`src/rtl/pe_pkg.sv`:
```
// rtl/pe_pkg.sv - shared state encoding, PE mode constants and drain-length helper
package pe_pkg;

   typedef enum logic [2:0] {IDLE, LOAD_W, LOAD_D, FIRE, CAPT, DRAIN} pe_state_t;

   localparam logic [1:0] MODE_WUPD = 2'b00;
   localparam logic [1:0] MODE_MVM  = 2'b01;

   // Weight-update results fill the whole Q bus; every other mode yields one word per neuron output.
   function automatic int drain_words(input logic [1:0] mode, input int neu_in, input int neu_out);
      return (mode == MODE_WUPD) ? (neu_in * neu_out / 2) : neu_out;
   endfunction

endpackage

```
`src/rtl/pe_loader_if.sv`:
```
// rtl/pe_loader_if.sv - input word stream and result stream between the host and pe_loader
interface pe_loader_if #(parameter int WORD_LEN = 16);

   logic                in_valid;
   logic                in_ready;
   logic [WORD_LEN-1:0] in_data;
   logic                out_valid;
   logic                out_ready;
   logic [WORD_LEN-1:0] out_data;
   logic                out_last;

   modport master (output in_valid, in_data, out_ready,
                   input  in_ready, out_valid, out_data, out_last);

   modport slave  (input  in_valid, in_data, out_ready,
                   output in_ready, out_valid, out_data, out_last);

endinterface

```
`src/rtl/pe_out_serializer.sv`:
```
// rtl/pe_out_serializer.sv - selects the current result word from the capture buffer and flags the final one
module pe_out_serializer #(
   parameter int WORD_LEN = 16,
   parameter int WORDS    = 32,
   parameter int CW       = 7
) (
   input  logic                      active,
   input  logic [WORDS*WORD_LEN-1:0] words,
   input  logic [CW-1:0]             idx,
   input  logic [CW-1:0]             last_idx,
   output logic [WORD_LEN-1:0]       data,
   output logic                      last
);

   assign data = active ? words[idx*WORD_LEN +: WORD_LEN] : '0;
   assign last = active && (idx == last_idx);

endmodule

```
`src/rtl/pe_loader.sv`:
```
// rtl/pe_loader.sv - streams weights/neurons into a PE, fires it for PE_LAT+1 cycles and drains the result words
module pe_loader
   import pe_pkg::*;
#(
   parameter int WORD_LEN = 16,
   parameter int NEU_IN   = 16,
   parameter int NEU_OUT  = 4,
   parameter int PE_LAT   = 2
) (
   input  logic                                clk,
   input  logic                                rst_n,
   input  logic                                start,
   input  logic                                load_w,
   input  logic [1:0]                          mode,
   input  logic                                abort,
   pe_loader_if.slave                          bus,
   output logic [WORD_LEN*NEU_IN-1:0]          pe_d,
   output logic [WORD_LEN*NEU_IN*NEU_OUT-1:0]  pe_w,
   output logic                                pe_ce,
   output logic [1:0]                          pe_mode,
   input  logic [WORD_LEN*NEU_IN*NEU_OUT/2-1:0] pe_q,
   output logic                                busy,
   output logic                                done
);

   localparam int NW = NEU_IN * NEU_OUT;
   localparam int NQ = NW / 2;
   localparam int CW = $clog2(NW) + 1;

   localparam logic [CW-1:0] W_LAST = CW'(NW - 1);
   localparam logic [CW-1:0] D_LAST = CW'(NEU_IN - 1);
   localparam logic [CW-1:0] F_LAST = CW'(PE_LAT);

   pe_state_t             state;
   logic [CW-1:0]         cnt;
   logic [1:0]            mode_q;
   logic [WORD_LEN*NQ-1:0] obuf;
   logic [CW-1:0]         n_last;

   assign n_last       = CW'(drain_words(mode_q, NEU_IN, NEU_OUT) - 1);
   assign busy         = (state != IDLE);
   assign bus.in_ready = (state == LOAD_W) || (state == LOAD_D);
   assign bus.out_valid = (state == DRAIN);

   always_ff @(posedge clk or negedge rst_n) begin
      if (!rst_n) begin
         state   <= IDLE;
         cnt     <= '0;
         mode_q  <= MODE_MVM;
         pe_d    <= '0;
         pe_w    <= '0;
         obuf    <= '0;
         pe_ce   <= 1'b0;
         pe_mode <= MODE_MVM;
         done    <= 1'b0;
      end else begin
         done <= 1'b0;
         // Abort beats start and any handshake; partially written pe_w/pe_d stay as they are.
         if (abort) begin
            state <= IDLE;
            cnt   <= '0;
            pe_ce <= 1'b0;
         end else begin
            case (state)
               IDLE: begin
                  if (start) begin
                     mode_q <= mode;
                     state  <= load_w ? LOAD_W : LOAD_D;
                     cnt    <= '0;
                  end
               end
               LOAD_W: begin
                  if (bus.in_valid) begin
                     pe_w[cnt*WORD_LEN +: WORD_LEN] <= bus.in_data;
                     if (cnt == W_LAST) begin
                        state <= LOAD_D;
                        cnt   <= '0;
                     end else begin
                        cnt <= cnt + 1'b1;
                     end
                  end
               end
               LOAD_D: begin
                  if (bus.in_valid) begin
                     pe_d[cnt*WORD_LEN +: WORD_LEN] <= bus.in_data;
                     if (cnt == D_LAST) begin
                        state   <= FIRE;
                        cnt     <= '0;
                        pe_ce   <= 1'b1;
                        pe_mode <= mode_q;
                     end else begin
                        cnt <= cnt + 1'b1;
                     end
                  end
               end
               FIRE: begin
                  if (cnt == F_LAST) begin
                     state <= CAPT;
                     cnt   <= '0;
                     pe_ce <= 1'b0;
                  end else begin
                     cnt <= cnt + 1'b1;
                  end
               end
               CAPT: begin
                  obuf  <= pe_q;
                  state <= DRAIN;
                  cnt   <= '0;
               end
               DRAIN: begin
                  if (bus.out_ready) begin
                     if (cnt == n_last) begin
                        state <= IDLE;
                        cnt   <= '0;
                        done  <= 1'b1;
                     end else begin
                        cnt <= cnt + 1'b1;
                     end
                  end
               end
               default: begin
                  state <= IDLE;
                  cnt   <= '0;
               end
            endcase
         end
      end
   end

   pe_out_serializer #(
      .WORD_LEN (WORD_LEN),
      .WORDS    (NQ),
      .CW       (CW)
   ) u_ser (
      .active   (state == DRAIN),
      .words    (obuf),
      .idx      (cnt),
      .last_idx (n_last),
      .data     (bus.out_data),
      .last     (bus.out_last)
   );

endmodule

```
`src/flat_wrapper.sv`:
```
// flat-port wrapper written by rule: the top's interface ports become plain ports
module pe_loader_flat import pe_pkg::*;
#(
   parameter int WORD_LEN = 16,
   parameter int NEU_IN   = 16,
   parameter int NEU_OUT  = 4,
   parameter int PE_LAT   = 2
)
  (clk, rst_n, start, load_w, mode, abort, pe_d, pe_w, pe_ce, pe_mode, pe_q, busy, done, bus_in_valid, bus_in_data, bus_out_ready, bus_in_ready, bus_out_valid, bus_out_data, bus_out_last);
  pe_loader_if #(.WORD_LEN(WORD_LEN)) bus_i ();
  input  logic clk;
  input  logic rst_n;
  input  logic start;
  input  logic load_w;
  input  logic [1:0] mode;
  input  logic abort;
  output logic [WORD_LEN*NEU_IN-1:0] pe_d;
  output logic [WORD_LEN*NEU_IN*NEU_OUT-1:0] pe_w;
  output logic pe_ce;
  output logic [1:0] pe_mode;
  input  logic [WORD_LEN*NEU_IN*NEU_OUT/2-1:0] pe_q;
  output logic busy;
  output logic done;
  input wire logic [$bits(bus_i.in_valid)-1:0] bus_in_valid;
  input wire logic [$bits(bus_i.in_data)-1:0] bus_in_data;
  input wire logic [$bits(bus_i.out_ready)-1:0] bus_out_ready;
  output wire logic [$bits(bus_i.in_ready)-1:0] bus_in_ready;
  output wire logic [$bits(bus_i.out_valid)-1:0] bus_out_valid;
  output wire logic [$bits(bus_i.out_data)-1:0] bus_out_data;
  output wire logic [$bits(bus_i.out_last)-1:0] bus_out_last;
  assign bus_i.in_valid = bus_in_valid;
  assign bus_i.in_data = bus_in_data;
  assign bus_i.out_ready = bus_out_ready;
  assign bus_in_ready = bus_i.in_ready;
  assign bus_out_valid = bus_i.out_valid;
  assign bus_out_data = bus_i.out_data;
  assign bus_out_last = bus_i.out_last;
  pe_loader #(.WORD_LEN(WORD_LEN), .NEU_IN(NEU_IN), .NEU_OUT(NEU_OUT), .PE_LAT(PE_LAT)) u_core (.clk(clk), .rst_n(rst_n), .start(start), .load_w(load_w), .mode(mode), .abort(abort), .bus(bus_i), .pe_d(pe_d), .pe_w(pe_w), .pe_ce(pe_ce), .pe_mode(pe_mode), .pe_q(pe_q), .busy(busy), .done(done));
endmodule
```
`config.mk`:
```
export PLATFORM = sky130hd
export DESIGN_NAME = pe_loader_flat
export DESIGN_NICKNAME = d
export VERILOG_FILES = /design/src/rtl/pe_pkg.sv /design/src/rtl/pe_loader_if.sv /design/src/rtl/pe_out_serializer.sv /design/src/rtl/pe_loader.sv /design/src/flat_wrapper.sv
export SDC_FILE = /design/constraint.sdc
export NUM_CORES = 2
export LEC_CHECK = 0
export CELL_PAD_IN_SITES_DETAIL_PLACEMENT = 1
export CELL_PAD_IN_SITES_GLOBAL_PLACEMENT = 1
export CORE_AREA = 2 2 710 712
export CTS_CLUSTER_DIAMETER = 150
export DETAILED_ROUTE_END_ITERATION = 7
export DIE_AREA = 0 0 712 714
export GPL_ROUTABILITY_DRIVEN = 0
export GPL_TIMING_DRIVEN = 1
export MAX_ROUTING_LAYER = met4
export PLACE_DENSITY_LB_ADDON = 0.3
export SETUP_SLACK_MARGIN = 0.15
export SLEW_MARGIN = 15
export SYNTH_ARGS = -nofsm -noshare
export SYNTH_HDL_FRONTEND = slang
export SYNTH_HIERARCHICAL = 1
export SYNTH_SLANG_ARGS = --single-unit
export TNS_END_PERCENT = 50
```
`constraint.sdc`:
```
create_clock -name clk -period 9.1 [get_ports clk]
set_input_delay 1.82 -clock clk [delete_from_list [all_inputs] [get_ports clk]]
set_output_delay 1.82 -clock clk [all_outputs]
set_load 0.005 [all_outputs]
```
# --- Word level (Yosys, flattened, before mapping) ---
# Cells that the tools add are included.
# Widths: inputs -> output; s select.
op_classes:
  n_addsub: 3
  bitwise_logic: 1
  n_eq_ne: 17
  n_reduce_logical: 14
  n_shift: 5
  n_mux: 34
ops:
  columns: ["operator", "count"]
  rows:
  - ["$bwmux 1024", 1]
  - ["$shift 16x34->1024 const A", 1]
  - ["$shiftx 16x34->1024", 1]
  - ["$shiftx 512x12->16", 1]
  - ["$bwmux 256", 1]
  - ["$shift 16x34->256 const A", 1]
  - ["$shiftx 16x34->256", 1]
  - ["$mux 7", 9]
  - ["$pmux 7 s5", 1]
  - ["$neg 11->34", 1]
  - ["$mux 3", 9]
  - ["$ne 3x3->1 const B", 6]
  - ["$pmux 3 s6", 1]
  - ["$mux 16", 1]
  - ["$reduce_and 4->1", 3]
  - ["$reduce_and 3->1", 3]
  - ["$mux 1", 8]
  - ["$reduce_and 8->1", 1]
  - ["$add 7x1->7 const B", 1]
  - ["$eq 7x2->1 const B", 1]
  - ["$eq 7x4->1 const B", 1]
  - ["$eq 7x6->1 const B", 1]
  - ["$eq 7x7->1", 1]
  - ["$sub 7x2->7 const B", 1]
  - ["other kinds (14)", 18]
totals:
  reg_bits: 1808
  output_inout_bits: 1304

# --- Logic depth before layout (Yosys ltp) ---
logic_depth:
  word_depth: 8
  ltp_mapped: 14
  ltp_nobuf: 10

# --- Cells and area by module ---
# The synthesis kept the hierarchy.
modules_own_cells:
  columns: ["module", "instances", "cells_per_inst", "seq_area_each_um2", "area_each_um2"]
  rows:
  - ["pe_loader", 1, 4949, 45245.9, 71431.0]
  - ["pe_out_serializer", 1, 329, 0.0, 4380.5]

# --- Worst setup path before layout ---
# Ideal clock, no wire load.
synth_timing:
  path_kind: "in2reg"
  startpoint: "input port abort"
  endpoint: "register u_core.pe_w[502]"
  slack_ns: 5.323
  required_time_ns: 8.975
  stages: 8
  arrival_time_ns: 3.652
  n_path_buf: 3
  path_cell_list: "nor2_1 and4_1 buf_1 nand4_4 buf_2 nor2_4 buf_4 mux2_2"
synth_between:
  elab_chain_len: 2
synth_lines:
  columns: ["element", "line", "text"]
  rows:
  - ["start: declaration", "flat_wrapper.sv:16", "input logic abort;"]
  - ["$not 1->1 (no source line)", null, null]
  - ["$reduce_and 3->1 (no source line)", null, null]
  - ["end signal: indexed assignment", "pe_loader.sv:74", "pe_w[cnt*WORD_LEN +: WORD_LEN] <= bus.in_data;"]
  - ["end: declaration", "pe_loader.sv:18", "output logic [WORD_LEN*NEU_IN*NEU_OUT-1:0] pe_w,"]
# Every way passes these cells.
# A chain may end at the register's enable or synchronous reset.

# --- Worst setup path in the final report ---
layout_timing:
  startpoint: "register u_core.cnt[0]"
  endpoint: "output port bus_out_data[12]"
layout_between:
  elab_chain_len: 2
layout_lines:
  columns: ["element", "line", "text"]
  rows:
  - ["start: declaration", "pe_loader.sv:35", "logic [CW-1:0] cnt;"]
  - ["start signal: assignment", "pe_loader.sv:79", "cnt <= cnt + 1'b1;"]
  - ["start signal: assignment", "pe_loader.sv:92", "cnt <= cnt + 1'b1;"]
  - ["start signal: assignment", "pe_loader.sv:102", "cnt <= cnt + 1'b1;"]
  - ["$shiftx 512x12->16", "pe_out_serializer.sv:15", "assign data = active ? words[idx*WORD_LEN +: WORD_LEN] : '0;"]
  - ["$mux 16", "pe_out_serializer.sv:15", null]
  - ["end: declaration", "flat_wrapper.sv:29", "output wire logic [$bits(bus_i.out_data)-1:0] bus_out_data;"]
# Every way passes these cells.

==> impl_metrics.tcl <==
set metrics [dict create \
    cp-start-kind "flop" \
    synth_top_area_share 0.5961 \
    drive_gt1_frac 0.3285 \
    synth_area_leaders "dfrtp_1, mux2_2, mux4_2" \
    rsz0062_at_grt "no" \
    grt_max_degree 164 \
    final_common_cell "clkdlybuf4s50_1" \
    cts_resized 0 \
    cts_max_level 4 \
    synth_cell_types 98 \
    ys_seq_area_frac 0.5968 \
    period_share 0.7265 \
    synth_area_um2 75810 \
    die_y_um 714 \
    whs_ns 0.4871 \
    syn2layout_area_growth_pct 45.98 \
    crit_path_end_kind "primary output" \
    vdd_drop_max_v 0.0001772 \
    hold_viol_final 0 \
    cp_max_fo 44 \
    grt_pass1_vias 59808 \
    gr-usage-all-layers 0.1835 \
    numCtsBuffers 232 \
    viasPerCell 3.913 \
    status "finished clean" \
    die_width_um 712 \
    ios 1841 \
    numClockSinks 1808 \
    numPortBuffers 1840 \
    crit_type "flop to primary output" \
    start_util 0.1515 \
    grt_pass1_wl_mm 610.2 \
    vias 55250 \
    post_drt_wl_per_cell_um 33.19 \
    ys_ff_latch 1808 \
    fillers 55322 \
    finalNetCount 7691 \
    clk-insertion-delay-late_ns 0.93 \
    synth_enable_flop_cells 0 \
    worstMarginPinSlew_ns 1.274 \
    drcViolationCount 0 \
    power_leakage_uw 0.04723 \
    cts_tree "yes" \
    yosysWarnings 6 \
    core_um2 500300 \
    dp_hpwl_mm 366.0 \
    antenna_found_initial 154 \
    cp.arrival_ns 4.79 \
    worst-r2r-cell-count 8 \
    fmax_ghz 0.1513 \
    postCtsSetupBuffers 0 \
    synthFlopType "dfrtp_1" \
    finalMaxSlewViolations 0 \
    die_area_um2 508400 \
    cp_slowest_cell "dfrtp_4" \
    p_per_area_nw_per_um2 193.6 \
    clkTransAtPathRegs_ns 0.06 \
    fin_setup_tns_ns 0 \
    critPathMaxStageDelay_ns 0.88 \
    synth.avg_cell_area_um2 14.36 \
    holdBufCountCts 0 \
    antenna_left 0 \
    cts_root_buffer "clkbuf_16" \
    path_cells "buf_4 > mux4_2 > mux2i_1 > a221o_1 > a31oi_1 > clkdlybuf4s50_1" \
    synth_top_area_cell "dfrtp_1" \
    clk_path_buf_depth 4 \
    firstDrtPassIters 5 \
    core.rowCount 260 \
    layout_common_cells "clkdlybuf4s50_1, dfrtp_1, mux2_2" \
    min_path_cells 2 \
    report.final.setup_viol 0 \
    required_ns 7.28 \
    drt_wl_total_mm 468.6 \
    drtIter0Drc 2966 \
    drv_cap 0 \
    synthCells 5278 \
    grt_overflow 0 \
    relSlewSlack 0.1482 \
    fin_worst_skew_ns 0.05267 \
    hold_class "flop to flop" \
    synth-async-reset-ratio 1.000 \
    period_minus_slack_ns 6.611 \
]
==> worst max-delay path, delay by kind of cell (launching register included) <==
family,cells,cell delay (ns)
mux,2,1.31
compound gates,2,0.53
flops,1,0.88
buf+inv,2,1.07
==> metal layers <==
| metal | part of all wire | vias up | global-route usage | wire length, um |
|---|---|---|---|---|
| met2 | 0.49 | 2039 | 0.3057 | 229300 |
| met5 | 0 | - | - | 0 |
| met1 | 0.40 | 29740 | 0.2138 | 186300 |
| met3 | 0.077 | 490 | 0.05066 | 36080 |
| li1 | - | 22981 | - | - |
| met4 | 0.036 | 0 | 0.05893 | 16920 |
==> where the power goes <==
part           switching [uW]  internal [uW]
clock                    3930           5790
combinational            2040           1000
sequential                274           8400
==> cell usage after synthesis (all sizes together) (6+ instances only) <==
| library cell | instances |
|---|---|
| dfrtp | 1806 |
| mux2 | 1636 |
| nor2 | 307 |
| o21ai | 247 |
| clkbuf | 224 |
| nand2 | 212 |
| buf | 132 |
| mux4 | 112 |
| nor3 | 97 |
| and3 | 67 |
| mux2i | 67 |
| o31ai | 49 |
| o41ai | 40 |
| and2 | 37 |
| nand3 | 21 |
| a31oi | 19 |
| a221o | 16 |
| a22oi | 16 |
| nand4 | 15 |
| nor2b | 13 |
| or2 | 13 |
| a221oi | 12 |
| nor4 | 12 |
| xnor2 | 11 |
| inv | 10 |
| nand2b | 10 |
| or3 | 6 |
==> area by class of cell <==
cell class	instances	area (um^2)	area share
Clock inverter	82	1126	0.01017
Inverter	10	40.04	0.0003618
Timing Repair Buffer	1995	19660	0.1776
Multi-Input combinational cell	3103	29140	0.2633
Antenna cell	95	237.7	0.002148
Tap cell	6681	8359	0.07553
Clock buffer	344	6849	0.06189
Sequential cell	1808	45260	0.4090
==> worst paths after layout <==
path | startpoint | endpoint | slack (ns)
max | u_core/cnt[0] | bus_out_data[12] | 2.49
min | u_core/pe_d[2] | u_core/pe_d[2] | 0.49
max reg2reg | u_core/cnt[0] | u_core/pe_d[43] | 3.21
min reg2reg | u_core/pe_d[2] | u_core/pe_d[2] | 0.49
max in group asynchronous | rst_n | u_core/pe_w[353] | 6.04
min in group asynchronous | rst_n | u_core/pe_w[939] | 0.84
==> cell families after synthesis <==
| kind of cell | after synthesis | synth area share |
|---|---|---|
| and+or+nand+nor | 827 | 0.05318 |
| adders and majority gates | 4 | 0.0006602 |
| DFF | 1808 | 0.5968 |
| buffers and inverters | 369 | 0.02398 |
| AOI/OAI and AO/OA | 439 | 0.03743 |
| xor gates and xnor gates | 14 | 0.001716 |
| other | 2 | 0.00009906 |
| muxes | 1815 | 0.2861 |
==> registers in the layout, summed over array words and instances (netlist names) <==
name            cells
u_core/cnt          7
u_core/done         1
u_core/mode_q       2
u_core/obuf       512
u_core/pe_ce        1
u_core/pe_d       256
u_core/pe_mode      2
u_core/pe_w      1024
u_core/state        3
==> stage by stage <==
| step | cell area [um^2] | total power [uW] | cells | util | worst slack [ns] |
|---|---|---|---|---|---|
| 2_1_floorplan | 75820 | 9963 | 5280 | - | 5.323 |
| 5_1_grt | 110600 | 22350 | 14087 | 0.2210 | 2.216 |
| 4_1_cts | 110400 | 21910 | 14023 | 0.2207 | 2.150 |
| 3_5_place_dp | 102500 | 11960 | 13597 | 0.2048 | 3.104 |
| 6_report | 110700 | 21430 | 14118 | 0.2212 | 2.489 |
| 3_3_place_gp | 102400 | 11880 | 13596 | 0.2047 | 3.182 |
Note: power is estimated with default switching activity, not from simulation.
